## src/rtl/spi_accel_slave.sv

```systemverilog
// SPI mode-3 responder for the accelerometer register protocol: 64 x 8 register file,
// write/read frame decode with optional auto-increment, and fabric-side sample loading.
`timescale 1ns/1ps
module spi_accel_slave #(
  parameter logic [7:0] DEVID       = 8'hE5,
  parameter logic [5:0] SAMPLE_BASE = 6'h32
) (
  input  logic        clk,
  input  logic        reset,
  input  logic        SCLK,
  input  logic        CS,
  input  logic        MOSI,
  output logic        MISO,
  input  logic        sample_we,
  input  logic [47:0] sample_data,
  output logic        wr_valid,
  output logic [5:0]  wr_addr,
  output logic [7:0]  wr_data,
  output logic        busy
);

  localparam logic [1:0] ST_IDLE  = 2'd0;
  localparam logic [1:0] ST_CMD   = 2'd1;
  localparam logic [1:0] ST_WDATA = 2'd2;
  localparam logic [1:0] ST_RDATA = 2'd3;

  logic        sclk_meta_q, sclk_sync_q, sclk_prev_q;
  logic        cs_meta_q, cs_sync_q, cs_prev_q;
  logic        mosi_meta_q, mosi_sync_q;

  logic [1:0]  state_q, state_d;
  logic [2:0]  bit_cnt_q, bit_cnt_d;
  logic [7:0]  shift_q, shift_d;
  logic [7:0]  tx_q, tx_d;
  logic [5:0]  addr_q, addr_d;
  logic        mb_q, mb_d;
  logic        miso_q, miso_d;
  logic        wr_valid_q, wr_valid_d;
  logic [5:0]  wr_addr_q, wr_addr_d;
  logic [7:0]  wr_data_q, wr_data_d;
  logic        busy_q;
  logic        pend_q, pend_d;
  logic [47:0] pend_data_q, pend_data_d;
  logic [7:0]  regs_q [64];
  logic [7:0]  regs_d [64];

  logic        sclk_rise, cs_fall, byte_done, spi_we;
  logic [7:0]  rx_byte, rd_byte;
  logic [5:0]  rd_addr, addr_next;

  // The CS chain resets low so a CS already held low across reset is not seen as a
  // fresh fall; a new frame needs CS to go high and then low again.
  always_ff @(posedge clk) begin
    if (!reset) begin
      sclk_meta_q <= 1'b1;
      sclk_sync_q <= 1'b1;
      sclk_prev_q <= 1'b1;
      cs_meta_q   <= 1'b0;
      cs_sync_q   <= 1'b0;
      cs_prev_q   <= 1'b0;
      mosi_meta_q <= 1'b0;
      mosi_sync_q <= 1'b0;
    end else begin
      sclk_meta_q <= SCLK;
      sclk_sync_q <= sclk_meta_q;
      sclk_prev_q <= sclk_sync_q;
      cs_meta_q   <= CS;
      cs_sync_q   <= cs_meta_q;
      cs_prev_q   <= cs_sync_q;
      mosi_meta_q <= MOSI;
      mosi_sync_q <= mosi_meta_q;
    end
  end

  assign sclk_rise = sclk_sync_q & ~sclk_prev_q;
  assign cs_fall   = cs_prev_q & ~cs_sync_q;
  assign rx_byte   = {shift_q[6:0], mosi_sync_q};
  assign byte_done = sclk_rise && (bit_cnt_q == 3'd7);
  assign addr_next = mb_q ? addr_q + 6'd1 : addr_q;
  assign rd_addr   = (state_q == ST_CMD) ? rx_byte[5:0] : addr_q;
  assign rd_byte   = (rd_addr == 6'd0) ? DEVID : regs_q[rd_addr];

  always_comb begin
    state_d    = state_q;
    bit_cnt_d  = bit_cnt_q;
    shift_d    = shift_q;
    tx_d       = tx_q;
    addr_d     = addr_q;
    mb_d       = mb_q;
    miso_d     = miso_q;
    wr_valid_d = 1'b0;
    wr_addr_d  = wr_addr_q;
    wr_data_d  = wr_data_q;
    spi_we     = 1'b0;
    if (state_q == ST_IDLE) begin
      miso_d = 1'b0;
      if (cs_fall) begin
        state_d   = ST_CMD;
        bit_cnt_d = 3'd0;
      end
    end else if (cs_sync_q) begin
      state_d   = ST_IDLE;
      miso_d    = 1'b0;
      bit_cnt_d = 3'd0;
    end else if (sclk_rise) begin
      shift_d   = rx_byte;
      bit_cnt_d = bit_cnt_q + 3'd1;
      case (state_q)
        ST_CMD: begin
          if (byte_done) begin
            mb_d = rx_byte[6];
            if (rx_byte[7]) begin
              state_d = ST_RDATA;
              tx_d    = rd_byte;
              miso_d  = rd_byte[7];
              addr_d  = rx_byte[6] ? rx_byte[5:0] + 6'd1 : rx_byte[5:0];
            end else begin
              state_d = ST_WDATA;
              addr_d  = rx_byte[5:0];
            end
          end
        end
        ST_WDATA: begin
          if (byte_done) begin
            spi_we     = (addr_q != 6'd0);
            wr_valid_d = 1'b1;
            wr_addr_d  = addr_q;
            wr_data_d  = rx_byte;
            addr_d     = addr_next;
          end
        end
        default: begin
          if (byte_done) begin
            tx_d   = rd_byte;
            miso_d = rd_byte[7];
            addr_d = addr_next;
          end else begin
            tx_d   = {tx_q[6:0], 1'b0};
            miso_d = tx_q[6];
          end
        end
      endcase
    end
  end

  // Samples arriving mid-frame are parked and applied once the frame ends, so a
  // burst read always sees one coherent sample set. SPI writes take priority.
  always_comb begin
    regs_d      = regs_q;
    pend_d      = pend_q & busy_q;
    pend_data_d = pend_data_q;
    if (!busy_q && pend_q) begin
      for (int k = 0; k < 6; k++) regs_d[SAMPLE_BASE + 6'(k)] = pend_data_q[8*k +: 8];
    end
    if (sample_we) begin
      if (busy_q) begin
        pend_d      = 1'b1;
        pend_data_d = sample_data;
      end else begin
        for (int k = 0; k < 6; k++) regs_d[SAMPLE_BASE + 6'(k)] = sample_data[8*k +: 8];
      end
    end
    if (spi_we) regs_d[addr_q] = rx_byte;
  end

  always_ff @(posedge clk) begin
    if (!reset) begin
      state_q     <= ST_IDLE;
      bit_cnt_q   <= 3'd0;
      shift_q     <= 8'h00;
      tx_q        <= 8'h00;
      addr_q      <= 6'd0;
      mb_q        <= 1'b0;
      miso_q      <= 1'b0;
      wr_valid_q  <= 1'b0;
      wr_addr_q   <= 6'd0;
      wr_data_q   <= 8'h00;
      busy_q      <= 1'b0;
      pend_q      <= 1'b0;
      pend_data_q <= 48'h0;
      for (int i = 0; i < 64; i++) regs_q[i] <= 8'h00;
    end else begin
      state_q     <= state_d;
      bit_cnt_q   <= bit_cnt_d;
      shift_q     <= shift_d;
      tx_q        <= tx_d;
      addr_q      <= addr_d;
      mb_q        <= mb_d;
      miso_q      <= miso_d;
      wr_valid_q  <= wr_valid_d;
      wr_addr_q   <= wr_addr_d;
      wr_data_q   <= wr_data_d;
      busy_q      <= (state_d != ST_IDLE);
      pend_q      <= pend_d;
      pend_data_q <= pend_data_d;
      regs_q      <= regs_d;
    end
  end

  assign MISO     = miso_q;
  assign wr_valid = wr_valid_q;
  assign wr_addr  = wr_addr_q;
  assign wr_data  = wr_data_q;
  assign busy     = busy_q;

endmodule

```

## config.mk

```make
export PLATFORM = sky130hd
export DESIGN_NAME = spi_accel_slave
export DESIGN_NICKNAME = d
export VERILOG_FILES = /design/src/rtl/spi_accel_slave.sv
export SDC_FILE = /design/constraint.sdc
export NUM_CORES = 2
export LEC_CHECK = 0
export CORE_MARGIN = 8
export CORE_UTILIZATION = 65
export CTS_CLUSTER_DIAMETER = 120
export DETAILED_ROUTE_END_ITERATION = 10
export GPL_TIMING_DRIVEN = 0
export PLACE_DENSITY = 0.83
export SLEW_MARGIN = 20
export SYNTH_ARGS = -nofsm -noshare
export SYNTH_HDL_FRONTEND = slang
export SYNTH_SLANG_ARGS = --single-unit
```

## constraint.sdc

```tcl
create_clock -name clk -period 5.35 [get_ports clk]
set_clock_uncertainty 0.05 [all_clocks]
set_input_delay 0.535 -clock clk [delete_from_list [all_inputs] [get_ports clk]]
set_output_delay 0.535 -clock clk [all_outputs]
set_load 0.005 [all_outputs]
```

==> results.py <==
metrics = {
    "worst_setup_path": {
        "r2r_start": "state_q[1]$_SDFF_PN0_",
        "cp_slowest_stage_delay_ns": 0.89,
        "crit_top_cell": "buf_6",
        "cp.required_ns": 5.81,
        "start_kind": "flop",
        "crit_fanout": 10,
        "critPathSlowestCell": "mux2i_4",
        "path_class": "flop to flop",
        "path_cells": "buf_6 > nand2b_4 > buf_6 > mux2i_4 > buf_6 > buf_6 > mux2i_1 > a221oi_2 > a31oi_1 > mux2i_1 > a221oi_1 > o22ai_1",
        "endpoint_kind": "flop",
        "path_delay_family": "multiplexers",
        "cp.arrival_ns": 5.55,
        "cp_num_buf_inv": 4,
        "startpoint": "state_q[1]$_SDFF_PN0_",
    },
    "floorplan": {
        "rows": 77,
        "dieWidth_um": 228,
        "ioPinCount": 71,
        "coreArea_um2": 44300,
        "dieArea_um2": 52100,
        "die_h_um": 228,
        "start_util_pct": 66.1,
    },
    "grt": {
        "grt_use_total_pct": 46.9,
        "grt_max_degree": 16,
        "grt_pass1_wl_mm": 184,
        "grt_pass1_vias": 27700,
        "antenna_found_initial": 6,
        "gr-total-overflow": 0,
    },
    "sta": {
        "hold_violations": 0,
        "worst_pin_slew_ns": 1.29,
        "final.min_clock_period_ns": 5.09,
        "relSlewSlack_pct": 13.4,
        "final-setup-viol-count": 0,
        "fmax_mhz": 196,
        "setup-tns-final_ns": 0,
        "whs_ns": 0.381,
        "period_share_pct": 95.2,
        "drv_slew": 0,
        "rsz0062_at_grt": "false",
    },
    "clock_network": {
        "cts-buffers-inserted": 61,
        "cts_resized": 0,
        "h-tree-depth": 2,
        "ctsLongestPathBuffers": 3,
        "cts.sinks": 608,
        "clk_pin_slew_worst_paths_ns": 0.07,
        "hold_buffers": 0,
        "cts_setup_buffers": 0,
        "worstSkewPairLatency_ns": 0.66,
        "cts-root-buf": "clkbuf_16",
        "cts_tree": "yes",
    },
    "routing": {
        "drt_iter0_drc": 5416,
        "wirelength_mm": 129,
        "via_count": 29800,
        "ant_nets": 0,
        "drtPass1Iterations": 9,
        "viasPerCell": 7.12,
        "wl_per_cell_um": 30.8,
        "drc": 0,
    },
    "pwr": {
        "seqPwrFrac_pct": 48.5,
        "netSwitchingFraction_pct": 22.7,
        "switching_power_w": 0.00215,
        "pwr-share-clk_pct": 47.6,
        "irDropWorstVdd_mv": 0.245,
        "total_power_w": 0.00945,
        "combPwrFrac_pct": 3.9,
        "power_density_nw_per_um2": 287,
        "p_leak_nw": 10.9,
        "p_int_w": 0.00730,
    },
    "layout": {
        "fin_nets": 3603,
        "final_common_cell": "nand2_1",
        "fill_cells": 3335,
        "area_delta_synth_final_pct": 12.3,
        "final_layout_size_suffix_gt1_share_pct": 7.21,
        "final_cell_mix": "739 x nand2_1, 608 x dfxtp_1, 325 x a21boi_0",
    },
    "logic_synthesis": {
        "synth_fa_ha_area_share_pct": 0.214,
        "syn-num-nets": 3468,
        "synth_simple_gate_area_share_pct": 21.9,
        "synth_ff_type": "dfxtp_1",
        "synth_area_per_cell_um2": 8.59,
        "synth_warnings": 0,
        "synth_mux_area_share_pct": 11.9,
        "synthXorXnorAreaFrac_pct": 0.150,
        "ys_ff_latch": 608,
        "synth-edff-count": 0,
        "synthArstFlopShare_pct": 0,
        "synth_compound_area_share_pct": 19.3,
        "yosysUniqueCellTypes": 80,
        "synth_top_family_by_area": "simple AND/OR/NAND/NOR gates",
        "ys_seq_area_share_pct": 41.6,
        "synth_cells": 3409,
        "syn_area_um2": 29300,
    },
    "place": {
        "gp_congestion": 1.14,
        "dpl.hpwl_mm": 91.2,
        "portBuffers": 68,
    },
    "run": {
        "cap_violations": 0,
    },
    "worst_hold_path": {
        "worstHoldPathType": "flop to flop",
        "worstHoldStart": "sclk_meta_q$_SDFF_PN1_",
    },
    "status": {
        "status": "finished, final reports clean",
    },
}
-- synth_stat cells, types with 15 or more instances --
cell        n  share of area, %
mux2i_1   268               9.2
nand2_1   739               9.5
buf_2      49              0.84
a31oi_1    32              0.68
o211a_1    49               1.7
o22ai_1    22              0.47
nor3_1     18              0.31
buf_1      15              0.19
clkbuf_1  223               2.9
nand3_1   253               4.3
a21boi_0  325               8.3
a21oi_1    61               1.0
nor2b_1   215               4.6
nor2_1     62              0.79
o211ai_1   53               1.4
a22oi_1    57               1.5
mux4_2     21               1.6
dfxtp_1   608                42
buf_6      16              0.62
o21ai_0    94               1.6
-- through the flow --
step | util, % | cell area [um2] | worst slack, ns | std cells
floorplan | - | 29300 | 2.67 | 3409
global placement | 69.3 | 30700 | 0.917 | 4069
detailed placement | 69.5 | 30800 | 0.808 | 4073
CTS | 74.1 | 32800 | 0.784 | 4184
global route | 74.2 | 32900 | 0.424 | 4184
finish | 74.2 | 32900 | 0.255 | 4191
-- layout make-up --
cell class | count | area (um2) | area share [%]
flip-flops and latches | 608 | 12200 | 37.0
inverters | 9 | 33.8 | 0.103
diodes | 7 | 17.5 | 0.0533
repair buffers | 72 | 729 | 2.22
plain buffers | 313 | 1420 | 4.32
well taps | 592 | 741 | 2.25
multi-input cells | 2479 | 15700 | 47.8
clock buffers | 90 | 1790 | 5.43
clock inverters | 21 | 278 | 0.845
-- metal layers --
metal	share of wire [%]	wire [um]	track usage, %
met2	39	50600	65.6
met1	34	44200	55.8
met3	17	21700	21.0
met5	0.023	30	0
met4	9.8	12700	35.7
-- worst paths after layout --
| check | cells past startpoint | endpoint | slack [ns] |
|---|---|---|---|
| worst max-delay path | 12 | tx_q[4]$_SDFFE_PN0P_ | 0.26 |
| worst max register to register | 12 | tx_q[4]$_SDFFE_PN0P_ | 0.26 |
| worst min-delay path | 1 | sclk_sync_q$_SDFF_PN1_ | 0.38 |
| worst min register to register | 1 | sclk_sync_q$_SDFF_PN1_ | 0.38 |
-- power groups by stage --
stage          combinational, W  clock, W  sequential [W]
6_report               0.000367   0.00450         0.00458
5_1_grt                0.000376   0.00463         0.00458
4_1_cts                0.000348   0.00445         0.00458
3_5_place_dp           0.000345         0         0.00468
3_3_place_gp           0.000335         0         0.00468
2_1_floorplan          0.000206         0         0.00467
-- state kept, by name, indices dropped and copies added (netlist names) --
register and count:
cs_sync_q 1, regs_q 508, mosi_meta_q 1, busy 1, wr_valid 1, state_q 2, pend_q 1, sclk_sync_q 1
mosi_sync_q 1, addr_q 6, wr_data 8, cs_meta_q 1, pend_data_q 48, mb_q 1, MISO 1, wr_addr 6
bit_cnt_q 3, cs_prev_q 1, shift_q 7, sclk_meta_q 1, sclk_prev_q 1, tx_q 7
-- cells by family after synthesis --
kind of cell / after synthesis
adder cells (fa/ha/maj): 5
flip-flops: 608
multiplexers: 307
buffers and inverters: 322
AND/OR/NAND/NOR: 1385
XOR/XNOR: 5
AO/OA/AOI/OAI: 777
Note: power is estimated with default switching activity, not from simulation.
